## src/rtl/ofdm_pkg.sv

```systemverilog
// Shared 802.11a interleaver definitions: mode encodings and per-mode permutation constants.
package ofdm_pkg;

  localparam int unsigned NCBPS_MAX = 288;
  localparam int unsigned CNT_W     = 9;

  localparam logic [1:0] MODE_BPSK  = 2'd0;
  localparam logic [1:0] MODE_QPSK  = 2'd1;
  localparam logic [1:0] MODE_16QAM = 2'd2;
  localparam logic [1:0] MODE_64QAM = 2'd3;

  function automatic logic [CNT_W-1:0] ncbps(input logic [1:0] mode);
    case (mode)
      MODE_BPSK:  return CNT_W'(48);
      MODE_QPSK:  return CNT_W'(96);
      MODE_16QAM: return CNT_W'(192);
      default:    return CNT_W'(288);
    endcase
  endfunction

  function automatic logic [1:0] s(input logic [1:0] mode);
    case (mode)
      MODE_16QAM: return 2'd2;
      MODE_64QAM: return 2'd3;
      default:    return 2'd1;
    endcase
  endfunction

  function automatic logic [4:0] ncbps16(input logic [1:0] mode);
    case (mode)
      MODE_BPSK:  return 5'd3;
      MODE_QPSK:  return 5'd6;
      MODE_16QAM: return 5'd12;
      default:    return 5'd18;
    endcase
  endfunction

  function automatic logic [1:0] mod3(input logic [3:0] x);
    return 2'(x % 4'd3);
  endfunction

endpackage

```

## src/rtl/ofdm_interleaver_if.sv

```systemverilog
// Serial bit-stream bus between encoder side, interleaver and mapper side.
interface ofdm_interleaver_if;
  logic       in_valid;
  logic       in_ready;
  logic       in_bit;
  logic [1:0] in_mode;
  logic       out_valid;
  logic       out_ready;
  logic       out_bit;
  logic [1:0] out_mode;
  logic       out_sos;
  logic       out_eos;

  modport master (
    output in_valid, in_bit, in_mode, out_ready,
    input  in_ready, out_valid, out_bit, out_mode, out_sos, out_eos
  );

  modport slave (
    input  in_valid, in_bit, in_mode, out_ready,
    output in_ready, out_valid, out_bit, out_mode, out_sos, out_eos
  );
endinterface

```

## src/rtl/interleaver_addr_gen.sv

```systemverilog
// Incremental 802.11a permutation address generator: walks k and yields the permuted index j.
module interleaver_addr_gen
  import ofdm_pkg::*;
(
  input  logic             clk,
  input  logic             reset,
  input  logic             clear,
  input  logic             step,
  input  logic [1:0]       mode,
  output logic [CNT_W-1:0] j,
  output logic             first_k,
  output logic             last_k
);

  logic [3:0]       k_mod;
  logic [4:0]       k_div;
  logic [CNT_W-1:0] i_q;
  logic [1:0]       r_q;
  logic [1:0]       s_m;
  logic [1:0]       k_mod_s;
  logic [1:0]       r_inc;
  logic [4:0]       n16;
  logic [2:0]       t;

  // i mod s equals k_div mod s because Ncbps16 is a multiple of s; r_q tracks it per row.
  always_comb begin
    s_m = s(mode);
    n16 = ncbps16(mode);
    case (s_m)
      2'd2:    k_mod_s = {1'b0, k_mod[0]};
      2'd3:    k_mod_s = mod3(k_mod);
      default: k_mod_s = 2'd0;
    endcase
    t = 3'(r_q) + 3'(s_m) - 3'(k_mod_s);
    if (t >= 3'(s_m)) t = t - 3'(s_m);
    j = i_q - CNT_W'(r_q) + CNT_W'(t);
    r_inc = r_q + 2'd1;
    if (r_inc >= s_m) r_inc = 2'd0;
    first_k = (k_mod == 4'd0) && (k_div == 5'd0);
    last_k  = (k_mod == 4'd15) && (k_div == n16 - 5'd1);
  end

  always_ff @(posedge clk) begin
    if (reset || clear) begin
      k_mod <= 4'd0;
      k_div <= 5'd0;
      i_q   <= '0;
      r_q   <= 2'd0;
    end else if (step) begin
      if (last_k) begin
        k_mod <= 4'd0;
        k_div <= 5'd0;
        i_q   <= '0;
        r_q   <= 2'd0;
      end else if (k_mod == 4'd15) begin
        k_mod <= 4'd0;
        k_div <= k_div + 5'd1;
        i_q   <= CNT_W'(k_div + 5'd1);
        r_q   <= r_inc;
      end else begin
        k_mod <= k_mod + 4'd1;
        i_q   <= i_q + CNT_W'(n16);
      end
    end
  end

endmodule

```

## src/rtl/ofdm_interleaver.sv

```systemverilog
// 802.11a transmit block interleaver: ping-pong symbol banks written in permuted order, read sequentially.
module ofdm_interleaver
  import ofdm_pkg::*;
(
  input  logic              clk,
  input  logic              reset,
  ofdm_interleaver_if.slave bus
);

  logic [NCBPS_MAX-1:0] bank [2];
  logic [1:0]           bank_mode [2];
  logic [1:0]           full;
  logic                 wsel;
  logic                 rsel;
  logic [CNT_W-1:0]     rd_j;
  logic [CNT_W-1:0]     wr_j;
  logic                 first_k;
  logic                 last_k;
  logic [1:0]           wr_mode;
  logic [1:0]           rd_mode;
  logic                 in_rdy;
  logic                 out_vld;
  logic                 wr_en;
  logic                 rd_en;
  logic                 rd_last;
  logic                 wr_done;
  logic                 rd_done;

  // Mode is taken live on k=0 and from the bank's latched copy for the rest of the symbol.
  always_comb begin
    in_rdy  = !full[wsel];
    out_vld = full[rsel];
    wr_en   = bus.in_valid && in_rdy;
    rd_en   = out_vld && bus.out_ready;
    wr_mode = first_k ? bus.in_mode : bank_mode[wsel];
    rd_mode = bank_mode[rsel];
    rd_last = (rd_j == ncbps(rd_mode) - CNT_W'(1));
    wr_done = wr_en && last_k;
    rd_done = rd_en && rd_last;
  end

  interleaver_addr_gen u_addr_gen (
    .clk     (clk),
    .reset   (reset),
    .clear   (1'b0),
    .step    (wr_en),
    .mode    (wr_mode),
    .j       (wr_j),
    .first_k (first_k),
    .last_k  (last_k)
  );

  always_ff @(posedge clk) begin
    if (wr_en) bank[wsel][wr_j] <= bus.in_bit;
  end

  // Write and read completions touch different banks, so both may land in one cycle.
  always_ff @(posedge clk) begin
    if (reset) begin
      full         <= 2'b00;
      wsel         <= 1'b0;
      rsel         <= 1'b0;
      rd_j         <= '0;
      bank_mode[0] <= 2'd0;
      bank_mode[1] <= 2'd0;
    end else begin
      if (wr_en && first_k) bank_mode[wsel] <= bus.in_mode;
      if (wr_done) begin
        full[wsel] <= 1'b1;
        wsel       <= !wsel;
      end
      if (rd_done) begin
        full[rsel] <= 1'b0;
        rsel       <= !rsel;
        rd_j       <= '0;
      end else if (rd_en) begin
        rd_j <= rd_j + CNT_W'(1);
      end
    end
  end

  assign bus.in_ready  = in_rdy;
  assign bus.out_valid = out_vld;
  assign bus.out_bit   = out_vld & bank[rsel][rd_j];
  assign bus.out_mode  = out_vld ? rd_mode : 2'd0;
  assign bus.out_sos   = out_vld && (rd_j == '0);
  assign bus.out_eos   = out_vld && rd_last;

endmodule
```

## src/flat_wrapper.sv

```systemverilog
// flat-port wrapper written by rule: the top's interface ports become plain ports
module ofdm_interleaver_flat import ofdm_pkg::*;
  (clk, reset, bus_in_valid, bus_in_bit, bus_in_mode, bus_out_ready, bus_in_ready, bus_out_valid, bus_out_bit, bus_out_mode, bus_out_sos, bus_out_eos);
  ofdm_interleaver_if bus_i ();
  input  logic clk;
  input  logic reset;
  input wire logic [$bits(bus_i.in_valid)-1:0] bus_in_valid;
  input wire logic [$bits(bus_i.in_bit)-1:0] bus_in_bit;
  input wire logic [$bits(bus_i.in_mode)-1:0] bus_in_mode;
  input wire logic [$bits(bus_i.out_ready)-1:0] bus_out_ready;
  output wire logic [$bits(bus_i.in_ready)-1:0] bus_in_ready;
  output wire logic [$bits(bus_i.out_valid)-1:0] bus_out_valid;
  output wire logic [$bits(bus_i.out_bit)-1:0] bus_out_bit;
  output wire logic [$bits(bus_i.out_mode)-1:0] bus_out_mode;
  output wire logic [$bits(bus_i.out_sos)-1:0] bus_out_sos;
  output wire logic [$bits(bus_i.out_eos)-1:0] bus_out_eos;
  assign bus_i.in_valid = bus_in_valid;
  assign bus_i.in_bit = bus_in_bit;
  assign bus_i.in_mode = bus_in_mode;
  assign bus_i.out_ready = bus_out_ready;
  assign bus_in_ready = bus_i.in_ready;
  assign bus_out_valid = bus_i.out_valid;
  assign bus_out_bit = bus_i.out_bit;
  assign bus_out_mode = bus_i.out_mode;
  assign bus_out_sos = bus_i.out_sos;
  assign bus_out_eos = bus_i.out_eos;
  ofdm_interleaver u_core (.clk(clk), .reset(reset), .bus(bus_i));
endmodule
```

## config.mk

```make
export PLATFORM = sky130hd
export DESIGN_NAME = ofdm_interleaver_flat
export DESIGN_NICKNAME = d
export VERILOG_FILES = /design/src/rtl/ofdm_pkg.sv /design/src/rtl/ofdm_interleaver_if.sv /design/src/rtl/interleaver_addr_gen.sv /design/src/rtl/ofdm_interleaver.sv /design/src/flat_wrapper.sv
export SDC_FILE = /design/constraint.sdc
export NUM_CORES = 1
export LEC_CHECK = 0
export CORE_ASPECT_RATIO = 1.2
export CORE_UTILIZATION = 25
export CTS_CLUSTER_SIZE = 12
export DETAILED_ROUTE_END_ITERATION = 16
export PLACE_DENSITY_LB_ADDON = 0.05
export SKIP_CTS_REPAIR_TIMING = 1
export SYNTH_ARGS = -nofsm -noshare
export SYNTH_HDL_FRONTEND = slang
export SYNTH_SLANG_ARGS = --single-unit
```

## constraint.sdc

```tcl
create_clock -name clk -period 19.61 [get_ports clk]
set_input_delay 2.9415 -clock clk [delete_from_list [all_inputs] [get_ports clk]]
set_output_delay 2.9415 -clock clk [all_outputs]
set_load 0.005 [all_outputs]
```

* Word-level counts from Yosys, hierarchy flattened *
Memory sizes are Yosys's and may differ from the RTL's. A register that Yosys moved wholly into a read port is not among the register bits.
Index checks and enable logic that the tools add are counted.

operators by class
  $add $sub $neg = 13
  div/mod/pow operators = 1
  order comparisons = 9
  equality and inequality tests = 10
  muxes and demuxes = 47
  bitwise logic cells = 4
  reductions and logical operators = 24

operators by type and width
  operator                                                           count
  two-way mux 288 bit                                                1
  case mux 9 bit (3 select lines)                                    1
  two-way mux 1 bit                                                  22
  less-than comparator 9 x 10 -> 1 bit, second input constant        2
  two-way mux 2 bit                                                  9
  two-way mux 9 bit                                                  2
  case mux 5 bit (3 select lines)                                    1
  logical AND 1 bit                                                  12
  equality test 2 bit, second input constant                         5
  two-way mux 5 bit                                                  2
  adder 9 x 1 -> 9 bit, second input constant                        1
  adder 9 x 3 -> 9 bit                                               1
  adder 9 x 5 -> 9 bit                                               1
  binary-select mux 1 bit (select 9 bit)                             1
  demux 1 bit (select 9 bit)                                         1
  equality test 9 bit                                                1
  greater-or-equal comparator 9 x 1 -> 1 bit, second input constant  1
  logical NOT 9 bit                                                  1
  subtractor 9 x 1 -> 9 bit, second input constant                   1
  subtractor 9 x 2 -> 9 bit                                          1
  two-way mux 4 bit                                                  2
  case mux 2 bit (2 select lines)                                    2
  adder 5 x 1 -> 6 bit, second input constant                        1
  subtractor 3 x 2 -> 3 bit                                          2
  other kinds (26)                                                   34

word-level totals
  flip-flop bits (word level) = 33
  RAM bits = 580
  input bits = 7
  output and inout bits = 7
  memories = 2

memories
  memory            words  width  rd ports  clocked after Yosys merged registers in  wr ports  line                    text
  u_core.bank       2      288    1         1                                        1         ofdm_interleaver.sv:10  logic [NCBPS_MAX-1:0] bank [2];
  u_core.bank_mode  2      2      2         2                                        2         ofdm_interleaver.sv:11  logic [1:0] bank_mode [2];

* Depth between registers and ports, before layout *
Gate-level depths: netlist of run 1.

  word-level depth = 16
  depth in mapped cells = 36
  mapped depth without buffers = 32

* Cells and area by module *
Synthesis of run 1 repeated with hierarchy kept, for this count alone.

unflattened totals
  cell total of the unflattened synthesis = 2180
  area total of the unflattened synthesis = 28421.0 um^2

by module, submodules not included
  module                times used  cells an instance  area each (um^2)
  ofdm_interleaver      1           1908               26193.9
  interleaver_addr_gen  1           272                2227.1

* Worst setup path after synthesis of run 1 *
Ideal clock, no wire load.

  kind = input to register
  start point = input bus_in_mode[0]
  end point = memory u_core.bank[1][10], enable pin
  setup time = 0.326 ns
  arrival time = 8.429 ns
  path slack = 10.855 ns
  stages = 24
  path through = and3b_1 > nor2_1 > inv_1 > ha_1 > nor2_1 > fa_1 > inv_1 > fa_1 > ha_1 > a211oi_1 > mux2i_1 > fa_1 > inv_1 > fa_1 > nor2b_1 > o21ai_1 > a21boi_1 > o21a_1 > o21a_1 > clkbuf_1 > nor2_1 > clkbuf_1 > clkbuf_1 > nor4_1

between the ends
  word-level cells in the longest chain between the ends = 14

ends and longest elaborated chain
  item                                                                                                                             line                        text
  start: declaration                                                                                                               flat_wrapper.sv:9           input wire logic [$bits(bus_i.in_mode)-1:0] bus_in_mode;
  two-way mux 2 bit *                                                                                                              ofdm_interleaver.sv:35      wr_mode = first_k ? bus.in_mode : bank_mode[wsel];
  equality test 2 bit                                                                                                              ofdm_pkg.sv:22              case (mode)
  case mux 2 bit (2 select lines) *                                                                                                ofdm_pkg.sv:22
  equality test 2 bit                                                                                                              interleaver_addr_gen.sv:29  case (s_m)
  case mux 2 bit (2 select lines)                                                                                                  interleaver_addr_gen.sv:29
  subtractor 3 x 2 -> 3 bit                                                                                                        interleaver_addr_gen.sv:34  t = 3'(r_q) + 3'(s_m) - 3'(k_mod_s);
  subtractor 3 x 2 -> 3 bit / greater-or-equal comparator 3 x 2 -> 1 bit (equally long branches)                                   interleaver_addr_gen.sv:35  if (t >= 3'(s_m)) t = t - 3'(s_m);
  two-way mux 3 bit *                                                                                                              interleaver_addr_gen.sv:35
  adder 9 x 3 -> 9 bit *                                                                                                           interleaver_addr_gen.sv:36  j = i_q - CNT_W'(r_q) + CNT_W'(t);
  less-than comparator 9 x 10 -> 1 bit (implied by the code) / greater-or-equal comparator 9 x 1 -> 1 bit (equally long branches)  ofdm_interleaver.sv:54      if (wr_en) bank[wsel][wr_j] <= bus.in_bit;
  logical AND 1 bit (implied by the code)                                                                                          ofdm_interleaver.sv:54
  two-way mux 1 bit (implied by the code)                                                                                          ofdm_interleaver.sv:54
  demux 1 bit (select 9 bit) *                                                                                                     --
  two-way mux 288 bit (implied by the code) *                                                                                      ofdm_interleaver.sv:54
  end: declaration                                                                                                                 ofdm_interleaver.sv:10

Mark *: on every way between the ends. The rest lies on a longest branch, timed or not.

* Worst setup path in the final report of run 1 *
  start point = input bus_in_mode[0]
  end point = memory u_core.bank[1][38], enable pin

Same word-level chain as after synthesis.

==> results of run 1 <==
[kinds of logic after synthesis]
family	count (synthesis)	synth area share, %
and+or+nand+nor	945	17.5
adders and majority gates	45	1.97
DFF	615	58.7
AOI/OAI and AO/OA	194	4.14
buffers and inverters	325	5.03
muxes	201	11.6
xor gates and xnor gates	38	1.08
[state kept, by name (all words and copies together), names as in the netlist, named ones only]
signal,flops
u_core.bank,576
u_core.rd_j,9
u_core.u_addr_gen.i_q,9
u_core.u_addr_gen.k_div,5
u_core.bank_mode,4
u_core.u_addr_gen.k_mod,4
u_core.full,2
u_core.u_addr_gen.r_q,2
u_core.rsel,1
u_core.wsel,1
[layout make-up]
cell class,instances,area share (%)
Antenna cell,1,0.00727
Clock buffer,99,5.90
Clock inverter,35,0.563
Inverter,42,0.458
Multi-Input combinational cell,1423,32.9
Sequential cell,615,52.7
Tap cell,1633,5.93
Timing Repair Buffer,63,1.59
[cells in the final DEF, fill, tap and decap left out, types with 6 or more instances in the layout]
| cell type | instances |
|---|---|
| mux4_1 | 11 |
| ha_1 | 39 |
| a22oi_1 | 29 |
| or3_1 | 10 |
| a21oi_1 | 30 |
| clkinv_1 | 15 |
| xnor2_1 | 23 |
| clkbuf_16 | 78 |
| a21o_1 | 6 |
| a221oi_1 | 16 |
| fa_1 | 6 |
| nor2_1 | 89 |
| nor3_1 | 9 |
| or2_2 | 7 |
| nand2_1 | 54 |
| clkinv_2 | 12 |
| mux2i_1 | 71 |
| nand3_1 | 120 |
| xor2_1 | 10 |
| mux2_2 | 9 |
| buf_4 | 47 |
| inv_1 | 41 |
| mux4_2 | 110 |
| o21ai_0 | 26 |
| nand2b_1 | 11 |
| edfxtp_1 | 580 |
| dfxtp_1 | 31 |
| o21ai_1 | 34 |
| and2_1 | 9 |
| clkdlybuf4s50_1 | 12 |
| a211oi_1 | 10 |
| nor2b_1 | 17 |
| nand4_1 | 6 |
| nor4_1 | 583 |
| clkbuf_1 | 21 |
[worst max-delay path: stages]
cell             delay (ps)
clkdlybuf4s50_1         500
and3b_1                 200
nor2_1                  260
inv_1                   130
ha_1                    310
nor2_1                  350
fa_1                    490
inv_1                    90
fa_1                    410
ha_1                    290
a211oi_1                450
mux2i_1                 170
fa_1                    540
inv_1                    70
fa_1                    490
nor2b_1                 140
o21ai_1                  90
a21boi_1                250
o21a_1                  250
o22a_1                  340
xor2_4                  150
buf_4                   810
buf_4                   760
buf_4                   920
nor4_1                  160
[report_power, final]
part           total [W]  internal [W]  switching, W
clock            0.00131      0.000729      0.000581
combinational    0.00278      0.000298       0.00248
sequential       0.00146       0.00145    0.00000628
[how the worst max path moves through the flow]
stage,from,slack (ps),endpoint
finish,bus_in_mode[0],8090,u_core.bank[1][38]
global route,bus_in_mode[0],7410,u_core.bank[1][39]
CTS,bus_in_mode[0],8240,u_core.bank[1][39]
detailed placement,bus_in_mode[0],7530,u_core.bank[0][160]
global placement,bus_in_mode[0],7680,u_core.bank[1][160]
floorplan,bus_in_mode[0],10860,u_core.bank[1][10]
[stage by stage]
| stage | setup slack [ps] | std cells |
|---|---|---|
| floorplan | 10860 | 2363 |
| global placement | 7680 | 3776 |
| detailed placement | 7530 | 3776 |
| CTS | 8240 | 3910 |
| global route | 7410 | 3910 |
| finish | 8090 | 3911 |
[routing by layer]
metal	GRT usage (%)	up-vias	wire length (µm)
met1	23.9	11000	49700
met5	0	-	0
met4	4.42	0	1980
li1	-	9404	-
met3	2.26	109	4370
met2	30.6	495	56100
==> impl_metrics.py, run 1 <==
metrics = {
    "drt": {
        "drt-initial-drc-count": 1834,
        "route.vias.total": 21000,
        "wl_per_cell_um": 28.7,
        "viasPerCell": 5.38,
        "ant_nets": 0,
        "routed_wl_um": 112000,
        "drcViolationCount": 0,
        "first_pass_iters": 5,
    },
    "synth": {
        "synth_flop_cell": "edfxtp_1",
        "synth_area_leaders": "edfxtp_1 (56%), nor4_1 (12%), mux4_2 (8.0%)",
        "ys_seq_area_share_pct": 58.7,
        "synthCells": 2363,
        "yosysWarnings": 0,
        "synth_nets": 2415,
        "synth_seq_cells": 615,
        "netlist_area_um2": 30900,
        "netlist-cell-type-count": 71,
        "synth_edf_count": 580,
        "synth_area_per_cell_um2": 13.1,
        "yosysTopAreaCellShare_pct": 56.4,
        "synth_common_cells": "nor4_1 (583), edfxtp_1 (580), clkbuf_1 (157)",
        "yosysMostFrequentCell": "nor4_1",
        "synth_top_area_cell": "edfxtp_1",
        "synthArstFlopShare_pct": 0,
    },
    "floorplanning": {
        "die-area_um2": 125000,
        "initial_core_util_pct": 25.3,
        "rows": 140,
        "core-area_um2": 122000,
        "ioPinCount": 14,
        "die-height_um": 387,
        "fp.dieW_um": 323,
    },
    "layout": {
        "drive_gt1_share_pct": 13.1,
        "final_nets": 2273,
        "fillCellCount": 12600,
        "design_area_um2": 34400,
        "utilization_pct": 28.2,
        "area_growth_pct": 11.5,
        "register_area_um2": 18100,
        "multi_input_area_um2": 11300,
    },
    "clock_network": {
        "clock_latency_ps": 690,
        "cts_max_level": 3,
        "cts_root_buf": "clkbuf_16",
        "cts_sinks": 615,
        "cts_max_path_buffers": 3,
        "cts_buffers": 76,
        "cts_tree": "done",
        "clk_pin_slew_ps": 50,
    },
    "place": {
        "place_congestion": 0.775,
        "port_buffers": 13,
        "dp.final_hpwl_um": 68900,
        "detailed_place.area_um2": 32200,
    },
    "sta": {
        "setup_violations": 0,
        "hold_violations": 0,
        "min_period_over_period_pct": 58.7,
        "worst_hold_slack_ps": 509,
        "period_minus_slack_ps": 11520,
        "skew_ps": 24.7,
        "relSlewSlack_pct": 16.9,
        "fin_tns_setup_ps": 0,
        "clock.fmax_ghz": 0.0868,
        "slew_violations": 0,
        "worst_pin_slew_ps": 1250,
        "rsz0062_at_grt": "false",
    },
    "critical_path": {
        "r2r-start": "u_core.u_addr_gen.k_mod[0]",
        "required_ps": 19980,
        "ff2ff_setup_slack_ps": 9810,
        "cp_data_arrival_time_ps": 11890,
        "reg2reg_to": "u_core.bank[1][38]",
        "endpoint_kind": "flop",
        "crit_type": "input port to flop",
        "start_kind": "input port",
        "r2r_cells": 27,
        "critPathMaxFanout": 100,
    },
    "global_routing": {
        "grt_pass1_wl_um": 162000,
        "grt_antenna_before_repair": 2,
        "grt-ovfl-total": 0,
        "grt_max_degree": 221,
        "first_global_vias": 21100,
        "grtUsageTotal_pct": 17.9,
    },
    "worst_hold_path": {
        "holdCritPathClass": "flop to flop",
        "min_to": "u_core.u_addr_gen.r_q[1]",
        "worstHoldStart": "u_core.u_addr_gen.r_q[1]",
        "worstHoldPathCells": 2,
    },
    "power": {
        "power.leakage_nw": 9.40,
        "finalPower_w": 0.00555,
        "irDropWorstVdd_uv": 257,
        "power.density_nw_per_um2": 161,
    },
    "flow_run": {
        "drv_cap": 0,
    },
    "outcome": {
        "status": "completed",
    },
}
Note: power is estimated with default switching activity, not from simulation.
==> run 2: changes to the inputs <==
==> constraint.sdc (replaced) <==
create_clock -name clk -period 11.7 [get_ports clk]
set_input_delay 1.755 -clock clk [delete_from_list [all_inputs] [get_ports clk]]
set_output_delay 1.755 -clock clk [all_outputs]
set_load 0.005 [all_outputs]
==> run 2 against run 1 <==
Against the previous run: cell count is 0.15% higher; hold slack improved by 19 ps; die area is the same; critical path depth is 2 lower; clock power grew 75%; the run now ends with slew limit left; sequential share of layout area fell by 0.24 points; power rose by 71%; highest routed layer unchanged.
==> impl_metrics.py, run 2 (synthesis results as in run 1) <==
metrics = {
    "outcome": {
        "status": "finished, violations left",
        "violations": "slew limit",
    },
    "critical_path": {
        "required_ps": 12040,
        "crit_type": "input port to flop",
        "r2r-start": "u_core.u_addr_gen.k_mod[0]",
        "critPathMaxFanout": 84,
        "start_kind": "input port",
        "cp_data_arrival_time_ps": 9470,
        "endpoint_kind": "flop",
        "startpoint": "bus_in_mode[0]",
    },
    "floorplanning": {
        "core-area_um2": 122000,
        "initial_core_util_pct": 25.3,
        "ioPinCount": 14,
        "die-height_um": 387,
        "fp.dieW_um": 323,
        "rows": 140,
        "die-area_um2": 125000,
    },
    "clock_network": {
        "cts_max_path_buffers": 3,
        "clk_pin_slew_ps": 50,
        "cts_buffers": 76,
        "cts_tree": "done",
        "cts_sinks": 615,
        "cts_root_buf": "clkbuf_16",
        "cts_max_level": 3,
        "clock_latency_ps": 680,
    },
    "power": {
        "irDropWorstVdd_uv": 617,
        "power.leakage_nw": 9.47,
        "power.density_nw_per_um2": 274,
    },
    "layout": {
        "reg_top3": "u_core.bank (576), u_core.rd_j (9), u_core.u_addr_gen.i_q (9)",
        "largest_reg_flops": 576,
        "drive_gt1_share_pct": 13.3,
        "area_growth_pct": 12.0,
        "final_common_cell": "nor4_1",
        "diodes": 0,
        "top_register": "u_core.bank",
        "final_cell_mix": "nor4_1 (583), edfxtp_1 (580), nand3_1 (120), mux4_2 (110), nor2_1 (89)",
        "final_nets": 2274,
    },
    "global_routing": {
        "grt_antenna_before_repair": 1,
        "first_global_vias": 21600,
        "grt-ovfl-total": 0,
        "grt_pass1_wl_um": 165000,
        "grt_max_degree": 217,
        "grtUsageTotal_pct": 18.4,
    },
    "sta": {
        "skew_ps": 20.8,
        "hold_violations": 0,
        "period_minus_slack_ps": 9140,
        "worst_hold_slack_ps": 528,
        "setup_violations": 0,
        "fin_tns_setup_ps": 0,
        "rsz0062_at_grt": "false",
        "min_period_over_period_pct": 78.1,
        "relSlewSlack_pct": -4.78,
        "slew_violations": 51,
        "worst_pin_slew_ps": 1570,
        "clock.fmax_ghz": 0.109,
    },
    "drt": {
        "ant_nets": 0,
        "route.vias.total": 21300,
        "viasPerCell": 5.43,
        "wl_per_cell_um": 29.3,
        "drt-initial-drc-count": 1856,
        "first_pass_iters": 5,
        "drcViolationCount": 0,
        "routed_wl_um": 115000,
    },
    "place": {
        "place_congestion": 0.782,
        "port_buffers": 13,
        "dp.final_hpwl_um": 69700,
    },
    "worst_hold_path": {
        "worstHoldStart": "u_core.u_addr_gen.r_q[1]",
        "holdCritPathClass": "flop to flop",
    },
    "flow_run": {
        "drv_cap": 0,
    },
}
[run 2: cell types whose count changed in the layout (fill, tap and decap cells not counted), sizes merged]
cell	before	now
clkinv	30	32
bufinv	0	3
clkbuf	99	100
diode	1	0
buf	51	52
[run 2: routing by layer]
metal	track usage, %	wire [µm]
met1	24.0	50100
met2	31.6	58300
met3	2.28	4230
met4	5.15	2360
met5	0	0
[run 2: layout make-up]
cell class / instances / area [µm²]
fill: 12600 / 87300
sequential: 615 / 18100
multi-input combinational: 1423 / 11300
clock buffer: 100 / 2040
tap: 1633 / 2040
timing repair buffer: 64 / 606
clock inverter: 40 / 284
inverter: 42 / 158
[run 2: final timing paths]
path,endpoint,slack (ps),cells after the start
min reg2reg,u_core.u_addr_gen.r_q[1],530,2
max reg2reg,u_core.bank[0][88],3060,25
min,u_core.u_addr_gen.r_q[1],530,2
max,u_core.bank[0][88],2560,23
[run 2: critical path, stage by stage]
cell             delay (ps)
clkdlybuf4s50_1         490
and3b_1                 210
nor2_1                  290
inv_1                   140
ha_1                    310
nor2_1                  330
fa_1                    480
inv_1                   100
fa_1                    420
ha_1                    290
a211oi_1                450
mux2i_1                 290
fa_1                    470
ha_1                    300
a21o_1                  170
a21oi_1                 310
o21ai_1                 130
a21oi_1                 340
xor2_4                  180
buf_4                   430
nand2_4                 680
buf_4                   520
nor4_1                  320
[run 2: stage by stage]
stage | power, W | worst slack [ps] | utilization [%] | area (µm²) | cells
2_1_floorplan | 0.00568 | 4130 | - | 30900 | 2363
3_3_place_gp | 0.00727 | 1970 | 26.5 | 32300 | 3777
3_5_place_dp | 0.00729 | 1880 | 26.5 | 32300 | 3777
4_1_cts | 0.00961 | 2600 | 28.4 | 34600 | 3917
5_1_grt | 0.00998 | 2010 | 28.4 | 34600 | 3917
6_report | 0.00949 | 2560 | 28.4 | 34600 | 3917
[run 2: power by group]
| part | internal [W] | switching [W] | leakage, nW | total (W) |
|---|---|---|---|---|
| sequential | 0.00243 | 0.0000117 | 5.50 | 0.00245 |
| clock | 0.00130 | 0.000996 | 1.15 | 0.00229 |
| combinational | 0.000563 | 0.00419 | 2.82 | 0.00475 |
| total | 0.00430 | 0.00520 | 9.47 | 0.00949 |
